File: config.mk
export PLATFORM = sky130hd
export DESIGN_NAME = control_entrada_suma_flat
export DESIGN_NICKNAME = d
export VERILOG_FILES = /design/src/rtl/control_entrada_suma_pkg.sv /design/src/rtl/control_entrada_suma_if.sv /design/src/rtl/control_entrada_suma_escaner.sv /design/src/rtl/control_entrada_suma.sv /design/src/flat_wrapper.sv
export SDC_FILE = /design/constraint.sdc
export NUM_CORES = 1
export LEC_CHECK = 0
export ABC_AREA = 1
export CAP_MARGIN = 20
export CORE_ASPECT_RATIO = 0.8
export CORE_UTILIZATION = 61
export CTS_BUF_LIST = sky130_fd_sc_hd__clkbuf_4 sky130_fd_sc_hd__clkbuf_8 sky130_fd_sc_hd__clkbuf_16
export CTS_CLUSTER_DIAMETER = 40
export DETAILED_ROUTE_END_ITERATION = 10
export GPL_ROUTABILITY_DRIVEN = 1
export PLACE_DENSITY_LB_ADDON = 0.05
export REMOVE_ABC_BUFFERS = 1
export SYNTH_ARGS = -nofsm -noshare
export SYNTH_HDL_FRONTEND = slang
export SYNTH_SLANG_ARGS = --single-unit
export TNS_END_PERCENT = 50
File: constraint.sdc
create_clock -name clk -period 2.7 [get_ports clk]
set_input_delay 0.405 -clock clk [delete_from_list [all_inputs] [get_ports clk]]
set_output_delay 0.405 -clock clk [all_outputs]
set_load 0.05 [all_outputs]
File: src/rtl/control_entrada_suma_pkg.sv
// Shared types, key codes and helpers for the keypad sequencer of the 3-digit BCD adder.
package pkg_teclado;

  localparam logic [3:0] TECLA_MAS    = 4'hA;
  localparam logic [3:0] TECLA_IGUAL  = 4'hB;
  localparam logic [3:0] TECLA_BORRAR = 4'hC;

  typedef enum logic [1:0] {
    BARRIDO = 2'd0,
    REBOTE  = 2'd1,
    SOLTAR  = 2'd2
  } escaner_e;

  typedef enum logic [1:0] {
    ENTRADA_A = 2'd0,
    ENTRADA_B = 2'd1,
    RESULTADO = 2'd2
  } control_e;

  localparam logic [1:0] MOSTRAR_A    = 2'd0;
  localparam logic [1:0] MOSTRAR_B    = 2'd1;
  localparam logic [1:0] MOSTRAR_SUMA = 2'd2;

  // Row-major keypad layout; column index is the bit position on columnas.
  function automatic logic [3:0] decodifica(input logic [1:0] fila, input logic [1:0] col);
    logic [3:0] codigo;
    case ({fila, col})
      4'd0:    codigo = 4'h1;
      4'd1:    codigo = 4'h2;
      4'd2:    codigo = 4'h3;
      4'd3:    codigo = 4'hA;
      4'd4:    codigo = 4'h4;
      4'd5:    codigo = 4'h5;
      4'd6:    codigo = 4'h6;
      4'd7:    codigo = 4'hB;
      4'd8:    codigo = 4'h7;
      4'd9:    codigo = 4'h8;
      4'd10:   codigo = 4'h9;
      4'd11:   codigo = 4'hC;
      4'd12:   codigo = 4'hE;
      4'd13:   codigo = 4'h0;
      4'd14:   codigo = 4'hF;
      4'd15:   codigo = 4'hD;
      default: codigo = 4'h0;
    endcase
    return codigo;
  endfunction

  function automatic logic es_digito(input logic [3:0] codigo);
    return (codigo <= 4'd9);
  endfunction

  function automatic logic [1:0] mostrar_de(input control_e estado);
    logic [1:0] m;
    case (estado)
      ENTRADA_A: m = MOSTRAR_A;
      ENTRADA_B: m = MOSTRAR_B;
      RESULTADO: m = MOSTRAR_SUMA;
      default:   m = MOSTRAR_A;
    endcase
    return m;
  endfunction

endpackage

File: src/rtl/control_entrada_suma_if.sv
// Operand/display bus from the keypad sequencer towards the BCD adder and display mux.
interface control_entrada_suma_if;
  logic [3:0] dig1_1;
  logic [3:0] dig1_2;
  logic [3:0] dig1_3;
  logic [3:0] dig2_1;
  logic [3:0] dig2_2;
  logic [3:0] dig2_3;
  logic [1:0] mostrar;
  logic       tecla_valida;
  logic [3:0] tecla_codigo;

  modport master (
    output dig1_1, dig1_2, dig1_3, dig2_1, dig2_2, dig2_3,
    output mostrar, tecla_valida, tecla_codigo
  );

  modport slave (
    input dig1_1, dig1_2, dig1_3, dig2_1, dig2_2, dig2_3,
    input mostrar, tecla_valida, tecla_codigo
  );
endinterface

File: src/rtl/control_entrada_suma_escaner.sv
// Keypad scanner: column synchroniser, row scan, press/release debounce and key decode.
module teclado_escaner
  import pkg_teclado::*;
#(
  parameter int SCAN_TICKS     = 27000,
  parameter int DEBOUNCE_TICKS = 270000
) (
  input  logic       clk,
  input  logic       rst_n,
  input  logic [3:0] columnas_i,
  output logic [3:0] filas_o,
  output logic       tecla_valida_o,
  output logic [3:0] tecla_codigo_o
);

  localparam int MAX_TICKS = (SCAN_TICKS > DEBOUNCE_TICKS) ? SCAN_TICKS : DEBOUNCE_TICKS;
  localparam int CW = $clog2(MAX_TICKS + 1);
  localparam logic [CW-1:0] SCAN_LAST = CW'(SCAN_TICKS - 1);
  localparam logic [CW-1:0] DEB_LAST  = CW'(DEBOUNCE_TICKS - 1);

  logic [3:0]    col_meta_q, col_sync_q;
  escaner_e      estado_q, estado_d;
  logic [1:0]    fila_q, fila_d, col_q, col_d;
  logic [3:0]    filas_q;
  logic [CW-1:0] cnt_q, cnt_d;
  logic          valida_q, valida_d;
  logic [3:0]    codigo_q, codigo_d;
  logic          una_baja_s;
  logic [1:0]    col_baja_s;

  // Exactly one low column is a candidate key; anything else is noise or a chord.
  always_comb begin
    una_baja_s = 1'b1;
    col_baja_s = 2'd0;
    case (col_sync_q)
      4'b1110: col_baja_s = 2'd0;
      4'b1101: col_baja_s = 2'd1;
      4'b1011: col_baja_s = 2'd2;
      4'b0111: col_baja_s = 2'd3;
      default: una_baja_s = 1'b0;
    endcase
  end

  // Scan FSM next-state, counters and key event.
  always_comb begin
    estado_d = estado_q;
    fila_d   = fila_q;
    col_d    = col_q;
    cnt_d    = cnt_q;
    valida_d = 1'b0;
    codigo_d = codigo_q;
    case (estado_q)
      BARRIDO: begin
        if (cnt_q == SCAN_LAST) begin
          cnt_d = {CW{1'b0}};
          if (una_baja_s) begin
            estado_d = REBOTE;
            col_d    = col_baja_s;
          end else begin
            fila_d = fila_q + 2'd1;
          end
        end else begin
          cnt_d = cnt_q + CW'(1);
        end
      end
      REBOTE: begin
        if (una_baja_s && (col_baja_s == col_q)) begin
          if (cnt_q == DEB_LAST) begin
            estado_d = SOLTAR;
            cnt_d    = {CW{1'b0}};
            valida_d = 1'b1;
            codigo_d = decodifica(fila_q, col_q);
          end else begin
            cnt_d = cnt_q + CW'(1);
          end
        end else begin
          estado_d = BARRIDO;
          cnt_d    = {CW{1'b0}};
        end
      end
      SOLTAR: begin
        if (col_sync_q == 4'hF) begin
          if (cnt_q == DEB_LAST) begin
            estado_d = BARRIDO;
            fila_d   = fila_q + 2'd1;
            cnt_d    = {CW{1'b0}};
          end else begin
            cnt_d = cnt_q + CW'(1);
          end
        end else begin
          cnt_d = {CW{1'b0}};
        end
      end
      default: begin
        estado_d = BARRIDO;
        cnt_d    = {CW{1'b0}};
      end
    endcase
  end

  // State, synchroniser and registered outputs.
  always_ff @(posedge clk or negedge rst_n) begin
    if (!rst_n) begin
      col_meta_q <= 4'hF;
      col_sync_q <= 4'hF;
      estado_q   <= BARRIDO;
      fila_q     <= 2'd0;
      col_q      <= 2'd0;
      filas_q    <= 4'b1110;
      cnt_q      <= {CW{1'b0}};
      valida_q   <= 1'b0;
      codigo_q   <= 4'h0;
    end else begin
      col_meta_q <= columnas_i;
      col_sync_q <= col_meta_q;
      estado_q   <= estado_d;
      fila_q     <= fila_d;
      col_q      <= col_d;
      filas_q    <= ~(4'b0001 << fila_d);
      cnt_q      <= cnt_d;
      valida_q   <= valida_d;
      codigo_q   <= codigo_d;
    end
  end

  assign filas_o        = filas_q;
  assign tecla_valida_o = valida_q;
  assign tecla_codigo_o = codigo_q;

endmodule

File: src/rtl/control_entrada_suma.sv
// Operand entry sequencer: keypad scanner plus control FSM that loads the BCD operands.
module control_entrada_suma
  import pkg_teclado::*;
#(
  parameter int SCAN_TICKS     = 27000,
  parameter int DEBOUNCE_TICKS = 270000
) (
  input  logic                   clk,
  input  logic                   rst_n,
  input  logic [3:0]             columnas,
  output logic [3:0]             filas,
  control_entrada_suma_if.master bus
);

  logic            valida_s;
  logic [3:0]      codigo_s;
  control_e        estado_q, estado_d;
  logic [2:0][3:0] a_q, a_d, b_q, b_d;
  logic [1:0]      na_q, na_d, nb_q, nb_d;
  logic [1:0]      mostrar_q;

  teclado_escaner #(
    .SCAN_TICKS     (SCAN_TICKS),
    .DEBOUNCE_TICKS (DEBOUNCE_TICKS)
  ) u_escaner (
    .clk            (clk),
    .rst_n          (rst_n),
    .columnas_i     (columnas),
    .filas_o        (filas),
    .tecla_valida_o (valida_s),
    .tecla_codigo_o (codigo_s)
  );

  // Control FSM: index 0 holds units; a full operand ignores further digits.
  always_comb begin
    estado_d = estado_q;
    a_d      = a_q;
    na_d     = na_q;
    b_d      = b_q;
    nb_d     = nb_q;
    if (valida_s) begin
      if (codigo_s == TECLA_BORRAR) begin
        estado_d = ENTRADA_A;
        a_d      = 12'h000;
        na_d     = 2'd0;
        b_d      = 12'h000;
        nb_d     = 2'd0;
      end else begin
        case (estado_q)
          ENTRADA_A: begin
            if (es_digito(codigo_s) && (na_q != 2'd3)) begin
              a_d  = {a_q[1:0], codigo_s};
              na_d = na_q + 2'd1;
            end else if (codigo_s == TECLA_MAS) begin
              estado_d = ENTRADA_B;
              b_d      = 12'h000;
              nb_d     = 2'd0;
            end else begin
              estado_d = estado_q;
            end
          end
          ENTRADA_B: begin
            if (es_digito(codigo_s) && (nb_q != 2'd3)) begin
              b_d  = {b_q[1:0], codigo_s};
              nb_d = nb_q + 2'd1;
            end else if (codigo_s == TECLA_IGUAL) begin
              estado_d = RESULTADO;
            end else begin
              estado_d = estado_q;
            end
          end
          RESULTADO: begin
            if (es_digito(codigo_s)) begin
              estado_d = ENTRADA_A;
              a_d      = {8'h00, codigo_s};
              na_d     = 2'd1;
              b_d      = 12'h000;
              nb_d     = 2'd0;
            end else begin
              estado_d = estado_q;
            end
          end
          default: estado_d = ENTRADA_A;
        endcase
      end
    end else begin
      estado_d = estado_q;
    end
  end

  // Control state, operand registers and display select.
  always_ff @(posedge clk or negedge rst_n) begin
    if (!rst_n) begin
      estado_q  <= ENTRADA_A;
      a_q       <= 12'h000;
      na_q      <= 2'd0;
      b_q       <= 12'h000;
      nb_q      <= 2'd0;
      mostrar_q <= MOSTRAR_A;
    end else begin
      estado_q  <= estado_d;
      a_q       <= a_d;
      na_q      <= na_d;
      b_q       <= b_d;
      nb_q      <= nb_d;
      mostrar_q <= mostrar_de(estado_d);
    end
  end

  assign bus.dig1_1       = a_q[0];
  assign bus.dig1_2       = a_q[1];
  assign bus.dig1_3       = a_q[2];
  assign bus.dig2_1       = b_q[0];
  assign bus.dig2_2       = b_q[1];
  assign bus.dig2_3       = b_q[2];
  assign bus.mostrar      = mostrar_q;
  assign bus.tecla_valida = valida_s;
  assign bus.tecla_codigo = codigo_s;

endmodule

File: src/flat_wrapper.sv
// flat-port wrapper written by rule: the top's interface ports become plain ports
module control_entrada_suma_flat import pkg_teclado::*;
#(
  parameter int SCAN_TICKS     = 27000,
  parameter int DEBOUNCE_TICKS = 270000
)
  (clk, rst_n, columnas, filas, bus_dig1_1, bus_dig1_2, bus_dig1_3, bus_dig2_1, bus_dig2_2, bus_dig2_3, bus_mostrar, bus_tecla_valida, bus_tecla_codigo);
  control_entrada_suma_if bus_i ();
  input  logic clk;
  input  logic rst_n;
  input  logic [3:0] columnas;
  output logic [3:0] filas;
  output wire logic [$bits(bus_i.dig1_1)-1:0] bus_dig1_1;
  output wire logic [$bits(bus_i.dig1_2)-1:0] bus_dig1_2;
  output wire logic [$bits(bus_i.dig1_3)-1:0] bus_dig1_3;
  output wire logic [$bits(bus_i.dig2_1)-1:0] bus_dig2_1;
  output wire logic [$bits(bus_i.dig2_2)-1:0] bus_dig2_2;
  output wire logic [$bits(bus_i.dig2_3)-1:0] bus_dig2_3;
  output wire logic [$bits(bus_i.mostrar)-1:0] bus_mostrar;
  output wire logic [$bits(bus_i.tecla_valida)-1:0] bus_tecla_valida;
  output wire logic [$bits(bus_i.tecla_codigo)-1:0] bus_tecla_codigo;
  assign bus_dig1_1 = bus_i.dig1_1;
  assign bus_dig1_2 = bus_i.dig1_2;
  assign bus_dig1_3 = bus_i.dig1_3;
  assign bus_dig2_1 = bus_i.dig2_1;
  assign bus_dig2_2 = bus_i.dig2_2;
  assign bus_dig2_3 = bus_i.dig2_3;
  assign bus_mostrar = bus_i.mostrar;
  assign bus_tecla_valida = bus_i.tecla_valida;
  assign bus_tecla_codigo = bus_i.tecla_codigo;
  control_entrada_suma #(.SCAN_TICKS(SCAN_TICKS), .DEBOUNCE_TICKS(DEBOUNCE_TICKS)) u_core (.clk(clk), .rst_n(rst_n), .columnas(columnas), .filas(filas), .bus(bus_i));
endmodule
==> impl_results.md, run 1 <==
* Post-CTS Resized at 0
* Synth top cells by count: nand2_1, dfrtp_1, nor2_1
* First-pass GRT wire length at 14110 microns
* Critical path peak fanout at 6
* Pre-CTS WS at 0.6990 ns
* CORE AREA at 0.006068 sq mm
* Arrival time at the worst endpoint at 1.73 ns
* Placed insts at 586
* Final Hold Fails at 0
* Post-synth ARST share at 100.0%
* Clk_lat worst skew at ~0.36 ns
* Vias per std cell at 5.307
* Row cnt at 25
* Count leader, synth: nand2_1
* Die area at 0.006763 sq mm
* GRT overflow at 0
* Worst Skew at roughly 0.0080 ns
* Setup TNS at 0 ns
* CP Launch Type: flip-flop
* Hold-fix buffers, CTS at 0
* Vias in the first global route at 2988
* Final #Nets at 530
* Slowest CP cell: clkdlybuf4s50_1
* Worst Reg-to-Reg Cells at 12
* Worst path cell trace: clkdlybuf4s50_1
* Sequential fraction of the synthesis area at 47.51%
* Post-synth top area share at between 40 and 50%
* Final slew viol count at 0
* Syn Area/Cell at 8.266 sq um
* Die Span X at approximately 92 microns
* Mapped Cells at around 480
* Initial drt markers at 247
* P per Cell Area at 485.9 mW/mm^2
* Number of post-CTS setup repair buffers at 0
* Largest delay share family, worst path: buffers and inverters
* Routed Antenna Nets at 0
* Root Buffer: clkbuf_8
* Post-synth EDFFs at 0
* Reg power frac at approximately 50%
* Tmin final at 2.131 ns
* 1st-pass router iterations at 4
* Routed WL at 8337 microns
* Synth area leaders: dfrtp_1, nand2_1, dfstp_2
* Lkg Pwr at 2.058 nW
* Worst R2R Setup Slack at 0.63 ns
* I/O Pins at 41
* Critical Path Sink: bus_tecla_codigo[2]
* Final Util at 75.98%
* Power share of the clock group at 47.5%
* RSZ-0062 raised after global routing: false
* DP HPWL at 5961 microns
* H-tree levels at 3
* Measured slew at the worst slew-check pin at 0.9008 ns
* Yosys warnings at 0
* Fmax at roughly 470 MHz
* Critical path buffer and inverter count at 1
* WL per Instance at roughly 14 microns
* Period Utilization, post-route at 78.93%
* WP depth at 1
* Yosys top cell by area: dfrtp_1
* Final Power at between 2 and 2.5 mW
* Number of buffers created by CTS at 9
* Ys flop type: dfrtp_1
* P_int at 1.773 mW
* Final cell count without fillers at 602
* Gate power share at 2.3%
* Synthesized area at 0.003926 sq mm
* Launch point of the worst path: u_core.u_escaner.tecla_codigo_o[2]
* CP endpoint kind: output port
* Global placer's final weighted congestion at about 0.91
* PnR worst setup slack at 0.5690 ns
* Starting density of the core at 64.70%
* N_diodes at 0
* Clock sinks at 74
* VDD IR-drop max at 370.9 uV
* Reg-to-reg critical path endpoint: u_core.u_escaner.cnt_q[2]
* PortBufs at 40
* CTS tree: yes
* Initial antenna violation count at 0
* Switching share of power at 20.86%
* Synth Register Bits at 74
* Worst hold path type: in -> async
* Via count at 3195
* Pin count of the biggest net entering global routing at 75
* Status: complete, no violations
* CP Data Required Time at 2.30 ns
* Clock buffer depth at 2
* Library cells used by synthesis at 39
* Area delta synth->final at 17.43%
* Switching Power at 467.3 uW
* Layout cells sized above 1 at 14.59%
* Final setup violation count at 0
* Setup Crit Path Kind: reg -> out
* Die height at between 70 and 80 microns
* Clock transition at the registers of the reported paths at 0.08 ns
* Critical path's largest stage delay at about 0.88 ns
* RR Startpoint: u_core.u_escaner.cnt_q[0]
* Global Route Usage Sum at 27.29%
* Drt drc at 0
* Max_slew headroom at 39.95%
* Maximum capacitance violations at 0
## cells in the final DEF (no fill, tap or decap), types with 2 or more instances in the layout
| cell | count |
|---|---|
| nand2_4 | 2 |
| ha_1 | 8 |
| nor3_1 | 7 |
| clkbuf_8 | 10 |
| o21ai_0 | 14 |
| nand4_1 | 11 |
| clkdlybuf4s50_1 | 39 |
| nor2_2 | 3 |
| nor2_4 | 13 |
| dfrtp_1 | 63 |
| nand2_1 | 128 |
| inv_1 | 36 |
| clkinv_1 | 2 |
| nor2_1 | 47 |
| inv_2 | 13 |
| dfstp_2 | 11 |
| nand3_1 | 36 |
| nand2_2 | 8 |
| clkinvlp_4 | 2 |
| nor2_8 | 2 |
| xor2_1 | 13 |
| bufinv_16 | 3 |
| a21oi_1 | 3 |
| o21ai_1 | 29 |
| xnor2_1 | 2 |
## registers in the layout, indices dropped and copies added (netlist names), 4 cells and up
register	cells
u_core.u_escaner.col_sync_q	4
u_core.bus.dig2_1	4
u_core.u_escaner.filas_o	4
u_core.bus.dig1_1	4
u_core.bus.dig2_3	4
u_core.bus.dig1_2	4
u_core.bus.dig2_2	4
u_core.u_escaner.col_meta_q	4
u_core.bus.dig1_3	4
u_core.u_escaner.cnt_q	19
u_core.u_escaner.tecla_codigo_o	4
## metal layers
metal / track usage [%] / wire length [microns]
met2: 43.19 / 3747
met5: 0 / 0
met1: 38.29 / 4100
met3: 6.522 / 407
met4: 6.771 / 82
## worst min-delay path by stage
stage | startpoint | end | slack (ns) | depth (start not counted)
after floorplan | rst_n | u_core.bus.dig1_1[0] | 0.11 | 0
after global placement | u_core.u_escaner.col_meta_q[3] | u_core.u_escaner.col_sync_q[3] | 0.35 | 0
after detailed placement | u_core.u_escaner.col_meta_q[0] | u_core.u_escaner.col_sync_q[0] | 0.35 | 0
after CTS | rst_n | u_core.u_escaner.cnt_q[16] | 0.20 | 1
after global routing | rst_n | u_core.u_escaner.cnt_q[10] | 0.26 | 1
final | rst_n | u_core.u_escaner.cnt_q[16] | 0.17 | 1
## final cells by class
class | instances | area [sq um]
clock buffer | 10 | 137.6
sequential | 74 | 1866
fill | 446 | 1458
multi-input combinational | 339 | 1797
inverter | 52 | 197.7
tap | 81 | 101.3
timing repair buffer | 40 | 397.9
clock inverter | 6 | 113.9
## power by group through the flow
stage / Clock (mW) / Combinational [mW] / Sequential (mW)
floorplan: 0 / 0.0220 / 1.14
global placement: 0 / 0.0532 / 1.14
detailed placement: 0 / 0.0543 / 1.14
CTS: 1.09 / 0.0542 / 1.12
global route: 1.13 / 0.0609 / 1.12
finish: 1.06 / 0.0523 / 1.12
## logic make-up after synthesis
kind of cell	count (synthesis)	share of synthesized area, %
compound gates	52	7.043
xor+xnor	15	3.346
fa+ha+maj	8	2.549
buf+inv	62	6.724
flops	74	47.51
simple gates	264	32.82
## per-stage QoR
| stage | hold WS (ns) | area [sq um] |
|---|---|---|
| final | 0.1733 | 4611 |
| after global routing | 0.2566 | 4611 |
| after CTS | 0.1992 | 4611 |
| after detailed placement | 0.3476 | 4359 |
| after global placement | 0.3474 | 4359 |
| after floorplan | 0.1094 | 3860 |
(Power assumes the default switching activity.)
==> run 2, diff against run 1 <==
Settings changed: CORE_UTILIZATION 61 to 51.
Clock period 2.7 ns to 1.85 ns, I/O delays scaled along.
==> run 2 against run 1 <==
Against the previous run:
- clock power is 17% higher
- sequential share of layout area is 2.0 points lower
- clock skew is 0.0050 ns higher
- non-clock buffer count rose by 18
- sequential power up 46%
- sequential cell count did not move
- count of clock-buffer cells in the layout is 1 higher
- global-route usage is 6.2 points lower
- cell area up 5.3%
- critical path type unchanged
- critical endpoint is now bus_dig1_2[1]
- largest power group unchanged
- highest routed layer unchanged
==> impl_results.md, run 2 (synthesis results as in run 1) <==
* Largest delay share family, worst path: buffers and inverters
* Global placer's final weighted congestion at 0.8879 (-2.1%)
* Measured slew at the worst slew-check pin at 0.6096 ns (-0.2912 ns)
* VDD IR-drop max at 453.5 uV (+22%)
* Final slew viol count at 0 (unchanged)
* Layout cells sized above 1 at 20.04% (+5.4 points)
* Critical path peak fanout at 3 (-3)
* H-tree levels at 3 (unchanged)
* Maximum capacitance violations at 0 (unchanged)
* Routed Antenna Nets at 0 (unchanged)
* Reg power frac at 55.2% (+5.1 points)
* Pin count of the biggest net entering global routing at 46 (-39%)
* Power share of the clock group at 41.8% (-5.7 points)
* Final Hold Fails at 0 (unchanged)
* Lkg Pwr at 2.411 nW (+17%)
* Worst Skew at 0.01299 ns (+0.005008 ns)
* Die Span X at 100.1 microns (+9.2%)
* Initial drt markers at 151 (-39%)
* Fillers at 639 (+43%)
* Tmin final at roughly 1.8 ns
* Critical path buffer and inverter count at 1 (unchanged)
* Switching Power at 638.8 uW (+37%)
* RSZ-0062 raised after global routing: true
* Root Buffer: clkbuf_8
* CP Data Required Time at 1.57 ns (-0.73 ns)
* Final Power at 2.975 mW (+33%)
* 1st-pass router iterations at 5 (+1)
* Vias in the first global route at 2754 (-7.8%)
* Area after DPL at 0.004502 sq mm (+3.3%)
* Critical path's largest stage delay at 0.81 ns (-0.07 ns)
* PortBufs at 40 (unchanged)
* Fmax at 557.7 MHz
* Number of buffers created by CTS at 9 (unchanged)
* CTS tree: yes
* Gate power share at 3.1% (+0.8 points)
* Most frequent cells in the layout: nand2_1, dfrtp_1, nor2_1
* WL per Instance at 12.76 microns (-7.9%)
* Worst hold path type: in -> reg
* Largest Register: u_core.u_escaner.cnt_q
* Clk_lat worst skew at 0.34 ns (-0.02 ns)
* Clock buffer depth at 2 (unchanged)
* CP Launch Type: flip-flop
* Global Route Usage Sum at 21.12% (-6.2 points)
* Clock transition at the registers of the reported paths at 0.07 ns (about the same)
* Row cnt at 28 (+12%)
* GRT overflow at 0 (unchanged)
* Routed WL at 8215 microns (-1.5%)
* Clock sinks at 74 (unchanged)
* Starting density of the core at 52.86% (-12 points)
* I/O Pins at 41 (unchanged)
* Final setup violation count at 0 (unchanged)
* Final #Nets at 548 (+3.4%)
* Max_slew headroom at 59.21% (+19 points)
* First-pass GRT wire length at 13180 microns (-6.6%)
* P per Cell Area at 613.0 mW/mm^2 (+26%)
* Period Utilization, post-route at 96.93%
* N_diodes at 0 (unchanged)
* Switching share of power at 21.47% (+0.61 points)
* Number of flip-flops in the largest register at 19 (unchanged)
* Status: complete, no violations
* Design Area, Final at 0.004853 sq mm (+5.3%)
* Commonest non-fill, non-tap cell in the layout: nand2_1
* Hold_ws at 0.3384 ns (+0.1651 ns)
* Via count at 3191 (-0.13%)
* Worst path cell trace: clkdlybuf4s50_1
* DP HPWL at 5710 microns (-4.2%)
* CP endpoint kind: output port
* P_int at 2.336 mW (+32%)
* Area delta synth->final at 23.61%
* Die height at 80.48 microns (+9.1%)
* Setup Crit Path Kind: reg -> out
* Arrival time at the worst endpoint at 1.52 ns (-0.21 ns)
* Drt drc at 0 (unchanged)
* Initial antenna violation count at 0 (unchanged)
* Slowest CP cell: clkdlybuf4s50_1
* Die area at 0.008056 sq mm (+19%)
* CORE AREA at 0.007427 sq mm (+22%)
* Vias per std cell at 4.955 (-6.6%)
run 2: per-stage QoR:
step | util (%) | setup WS (ns) | setup TNS (ns) | instances
floorplan | - | -0.0004980 | -0.003984 | 465
global placement | 60.61 | 0.1053 | 0 | 622
detailed placement | 60.61 | 0.02528 | 0 | 622
CTS | 63.38 | 0.007096 | 0 | 639
global route | 65.35 | -0.02741 | -0.04554 | 644
finish | 65.35 | 0.05679 | 0 | 644
run 2: path summary, 6_finish.rpt:
check / start / to / slack [ns] / cells after the start
setup / recovery: u_core.bus.dig1_2[1] / bus_dig1_2[1] / 0.06 / 1
hold / removal: columnas[1] / u_core.u_escaner.col_meta_q[1] / 0.34 / 1
setup reg to reg: u_core.u_escaner.cnt_q[1] / u_core.u_escaner.cnt_q[8] / 0.08 / 13
hold reg to reg: u_core.u_escaner.col_meta_q[0] / u_core.u_escaner.col_sync_q[0] / 0.36 / 0
max in group asynchronous: rst_n / u_core.u_escaner.filas_o[1] / 0.82 / 3
min in group asynchronous: rst_n / u_core.u_escaner.cnt_q[17] / 0.41 / 2
run 2: routing by layer:
| layer | routed length (microns) | share of wire [%] | GRT usage (%) |
|---|---|---|---|
| met1 | 4299 | 52 | 32.23 |
| met2 | 3516 | 43 | 30.00 |
| met3 | 357 | 4.3 | 4.265 |
| met4 | 42 | 0.51 | 6.087 |
| met5 | 0 | 0 | 0 |
run 2: timing repair:
item	CTS	global route
gates cloned	0	2
gates resized for setup	3	24
setup endpoints to repair	3	53
buffers inserted	0	3
endpoints found under the hold margin	20	0
hold buffers	1	0
pin swaps	0	4
run 2: final cells by class:
type | count | area, sq um | area share (%)
clock inverter | 5 | 53.80 | 1.109
timing repair buffer | 58 | 600.6 | 12.37
sequential | 74 | 1868 | 38.49
clock buffer | 11 | 145.1 | 2.990
multi-input combinational | 339 | 1854 | 38.21
inverter | 52 | 200.2 | 4.125
tap | 105 | 131.4 | 2.707
run 2: power groups by stage:
stage                     clock (mW)  sequential [mW]  combinational [mW]
final                           1.24             1.64              0.0915
after global routing            1.35             1.64               0.104
after CTS                       1.29             1.64              0.0860
after detailed placement           0             1.67              0.0842
after global placement             0             1.67              0.0829
after floorplan                    0             1.67              0.0322
==> run 3, diff against run 2 <==
Settings changed: ABC_CLOCK_PERIOD_IN_PS set to 1850, CORE_UTILIZATION 51 to 52, SYNTH_HIERARCHICAL set to 1.
==> run 3 against run 2 <==
Against the previous run:
- synthesized cell count increased by 14%
- sequential share of layout area is 2.1 points lower
- count of clock-buffer cells in the layout unchanged
- combinational power is 3.9% lower
- non-clock buffer count decreased by 2
- register-to-register slack gained 0.04 ns
- area after synthesis up 11%
- critical path depth is the same
- largest cell class is now multi-input gates
- largest power group unchanged
==> impl_results.md, run 3 <==
* Yosys top cell by area: dfrtp_1
* Global placer's final weighted congestion at 0.9391 (+5.8%)
* CP endpoint kind: output port
* Synth Area in Compound Gates at 6.778% (-0.26 points)
* WL per Instance at 13.32 microns (+4.4%)
* Maximum capacitance violations at 0 (unchanged)
* Die area at 0.008751 sq mm (+8.6%)
* Vias in the first global route at 3349 (+22%)
* Ys flop type: dfrtp_1
* Initial antenna violation count at 0 (unchanged)
* Die Span X at 104.3 microns (+4.2%)
* Measured slew at the worst slew-check pin at 0.6609 ns (+0.05125 ns)
* Starting density of the core at 54.33% (+1.5 points)
* Largest Register: u_core/u_escaner/cnt_q
* Sequential fraction of the synthesis area at 42.82% (-4.7 points)
* Post-synthesis mux area share at 0% (unchanged)
* Via count at 3616 (+13%)
* Register Area at 0.001866 sq mm (-0.13%)
* Gr busiest metal: met1
* Count leader, synth: nand2_1
* DP HPWL at 6685 microns (+17%)
* VDD IR-drop max at 387.1 uV (-15%)
* Synth area leaders: dfrtp_1, nand2_1, dfstp_2
* P per Cell Area at 595.7 mW/mm^2 (-2.8%)
* PortBufs at 40 (unchanged)
* Period Utilization, post-route at 98.05% (+1.1 points)
* Commonest non-fill, non-tap cell in the layout: nand2_1
* Initial drt markers at 175 (+16%)
* Critical path's largest stage delay at 0.81 ns (about the same)
* Yosys warnings at 6 (+6)
* CP Launch Type: flip-flop
* Number of buffers created by CTS at 9 (unchanged)
* H-tree levels at 3 (unchanged)
* Final Power at 3.054 mW (+2.7%)
* CP Data Required Time at 1.57 ns (about the same)
* Worst Reg-to-Reg Cells at 9 (-4)
* Final #Nets at 610 (+11%)
* Library cells used by synthesis at 38 (-2.6%)
* P_int at 2.363 mW (+1.1%)
* Number of flip-flops in the largest register at 19 (unchanged)
* CORE AREA at 0.008019 sq mm (+8.0%)
* Pin count of the biggest net entering global routing at 43 (-6.5%)
* Area delta synth->final at 17.69%
* Worst path cell trace: clkdlybuf4s50_1
* Mapped Cells at 543 (+14%)
* Synth Register Bits at 74 (unchanged)
* Area share of and/or/nand/nor cells after synthesis at 36.42% (+3.6 points)
* Routed WL at 9445 microns (+15%)
* Synthesized area at 0.004357 sq mm (+11%)
* Row cnt at 29 (+3.6%)
* Post-synth ARST share at 100.0% (unchanged)
* RR Startpoint: u_core/u_escaner/col_sync_q[1]
* First-pass GRT wire length at 16300 microns (+24%)
* 1st-pass router iterations at 5 (unchanged)
* Critical path buffer and inverter count at 1 (unchanged)
* Critical path peak fanout at 3 (unchanged)
* Routing usage on met1 at 35.82% (+3.6 points)
* Power share of the clock group at 43.5% (+1.7 points)
* Fmax at 551.3 MHz (-1.1%)
* Switching share of power at 22.65% (+1.2 points)
* Final slew viol count at 0 (unchanged)
* Clock transition at the registers of the reported paths at 0.08 ns (about the same)
* N_diodes at 0 (unchanged)
* Routed Antenna Nets at 0 (unchanged)
* Vias per std cell at 5.100 (+2.9%)
* Post-synth EDFFs at 0 (unchanged)
* Footprint of the multi-input gates at 0.002115 sq mm (+14%)
* Tmin final at 1.814 ns (+0.02075 ns)
* Root Buffer: clkbuf_8
* Gate power share at 2.9% (-0.2 points)
* Clk_lat worst skew at 0.35 ns (about the same)
* Worst hold path type: in -> reg
* Setup Crit Path Kind: reg -> out
* Met2 Usage GRT at 33.65% (+3.7 points)
* Largest family of logic cells by synthesized area: simple AND/OR/NAND/NOR gates
* I/O Pins at 41 (unchanged)
* M3 GR Usage at 4.215% (-0.049 points)
* CTS tree: yes
* Xor/xnor share of the synthesized area at 2.814% (-0.53 points)
* Slowest CP cell: clkdlybuf4s50_1
* Reg power frac at 53.6% (-1.6 points)
* Final Util at 63.94% (-1.4 points)
* Worst Skew at 0.006813 ns (-0.006173 ns)
* Syn Area/Cell at 8.023 sq um (-2.9%)
* Largest delay share family, worst path: buffers and inverters
* Final Hold Fails at 0 (unchanged)
* Global Route Usage Sum at 23.43% (+2.3 points)
* Arrival time at the worst endpoint at 1.54 ns (+0.02 ns)
* Clock sinks at 74 (unchanged)
* Max_slew headroom at 55.65% (-3.6 points)
* WP depth at 1 (unchanged)
* Fillers at 700 (+9.5%)
* Lkg Pwr at 2.634 nW (+9.3%)
* Layout cells sized above 1 at 21.13% (+1.1 points)
* Final setup violation count at 0 (unchanged)
* Drt drc at 0 (unchanged)
* Die height at 83.87 microns (+4.2%)
* GRT overflow at 0 (unchanged)
* Switching Power at 692.0 uW (+8.3%)
* Synth top cells by count: nand2_1, nor2_1, dfrtp_1
* Hold_sp: columnas[0]
* Worst R2R Setup Slack at 0.12 ns (+0.04 ns)
* WHS Path Cells at 1 (unchanged)
* Adder-cell share of the synthesized area at 2.298% (-0.25 points)
* Status: complete, no violations
* Most frequent cells in the layout: nand2_1, nor2_1, dfrtp_1
* Clock buffer depth at 2 (unchanged)
* Min-Delay Endpoint: u_core/u_escaner/col_meta_q[0]
* Reg-to-reg critical path endpoint: u_core/u_escaner/cnt_q[1]
* Post-synth top area share at 36.19% (-4.0 points)
-- run 3: power by group through the flow --
stage	Sequential (mW)	Combinational (mW)	Clock [mW]
4_1_cts	1.64	0.0874	1.37
3_5_place_dp	1.67	0.0854	0
6_report	1.64	0.0879	1.33
3_3_place_gp	1.67	0.0836	0
2_1_floorplan	1.67	0.0309	0
5_1_grt	1.64	0.102	1.44
-- run 3: worst max path at each step --
stage                                   startpoint                                  to  slack [ns]
global route            u_core/u_escaner/cnt_q[16]  u_core/u_escaner/tecla_codigo_o[3]      -0.002
finish                        u_core/bus.dig1_1[2]                       bus_dig1_1[2]        0.04
global placement    u_core/u_escaner/col_sync_q[1]           u_core/u_escaner/cnt_q[1]        0.18
floorplan           u_core/u_escaner/col_sync_q[1]        u_core/u_escaner/estado_q[1]       -0.07
detailed placement  u_core/u_escaner/col_sync_q[1]           u_core/u_escaner/cnt_q[1]        0.14
CTS                           u_core/bus.dig1_1[0]                       bus_dig1_1[0]       0.007
-- run 3: kinds of logic (layout without fill, tap and decap cells) --
group | after synthesis | count (layout)
and+or+nand+nor | 330 | 330
DFF | 74 | 74
adders and majority gates | 8 | 8
AOI/OAI and AO/OA | 36 | 36
xor gates and xnor gates | 14 | 14
buffers and inverters | 81 | 139
-- run 3: area by class of cell --
cell class / count / share of cell area, %
multi-input combinational: 388 / 41.24
sequential: 74 / 36.38
timing repair buffer: 56 / 10.42
inverter: 67 / 5.173
clock buffer: 11 / 2.953
tap: 108 / 2.635
clock inverter: 5 / 1.196
-- run 3: what timing repair did --
| action | CTS | global route |
|---|---|---|
| pin swaps | 0 | 0 |
| endpoints found under the hold margin | 29 | 0 |
| buffers inserted | 0 | 1 |
| setup endpoints to repair | 7 | 24 |
| hold buffers | 1 | 0 |
| gates resized for setup | 7 | 10 |
-- run 3: per-stage QoR --
step	setup TNS (ns)	cell area [sq um]	hold WS (ns)	setup WS, ns	cells
global route	-0.001915	5127	0.3143	-0.001915	709
CTS	0	5092	0.3096	0.006833	708
detailed placement	0	4878	0.3001	0.1403	691
global placement	0	4878	0.2944	0.1849	691
finish	0	5127	0.3262	0.03604	709
floorplan	-0.07057	4235	-0.01809	-0.07057	529
-- run 3: layer usage --
layer,wire length [microns],up-vias,share of wire (%)
met3,426,7,4.5
li1,-,1817,-
met1,4780,1697,51
met4,80,0,0.85
met5,0,-,0
met2,4159,95,44
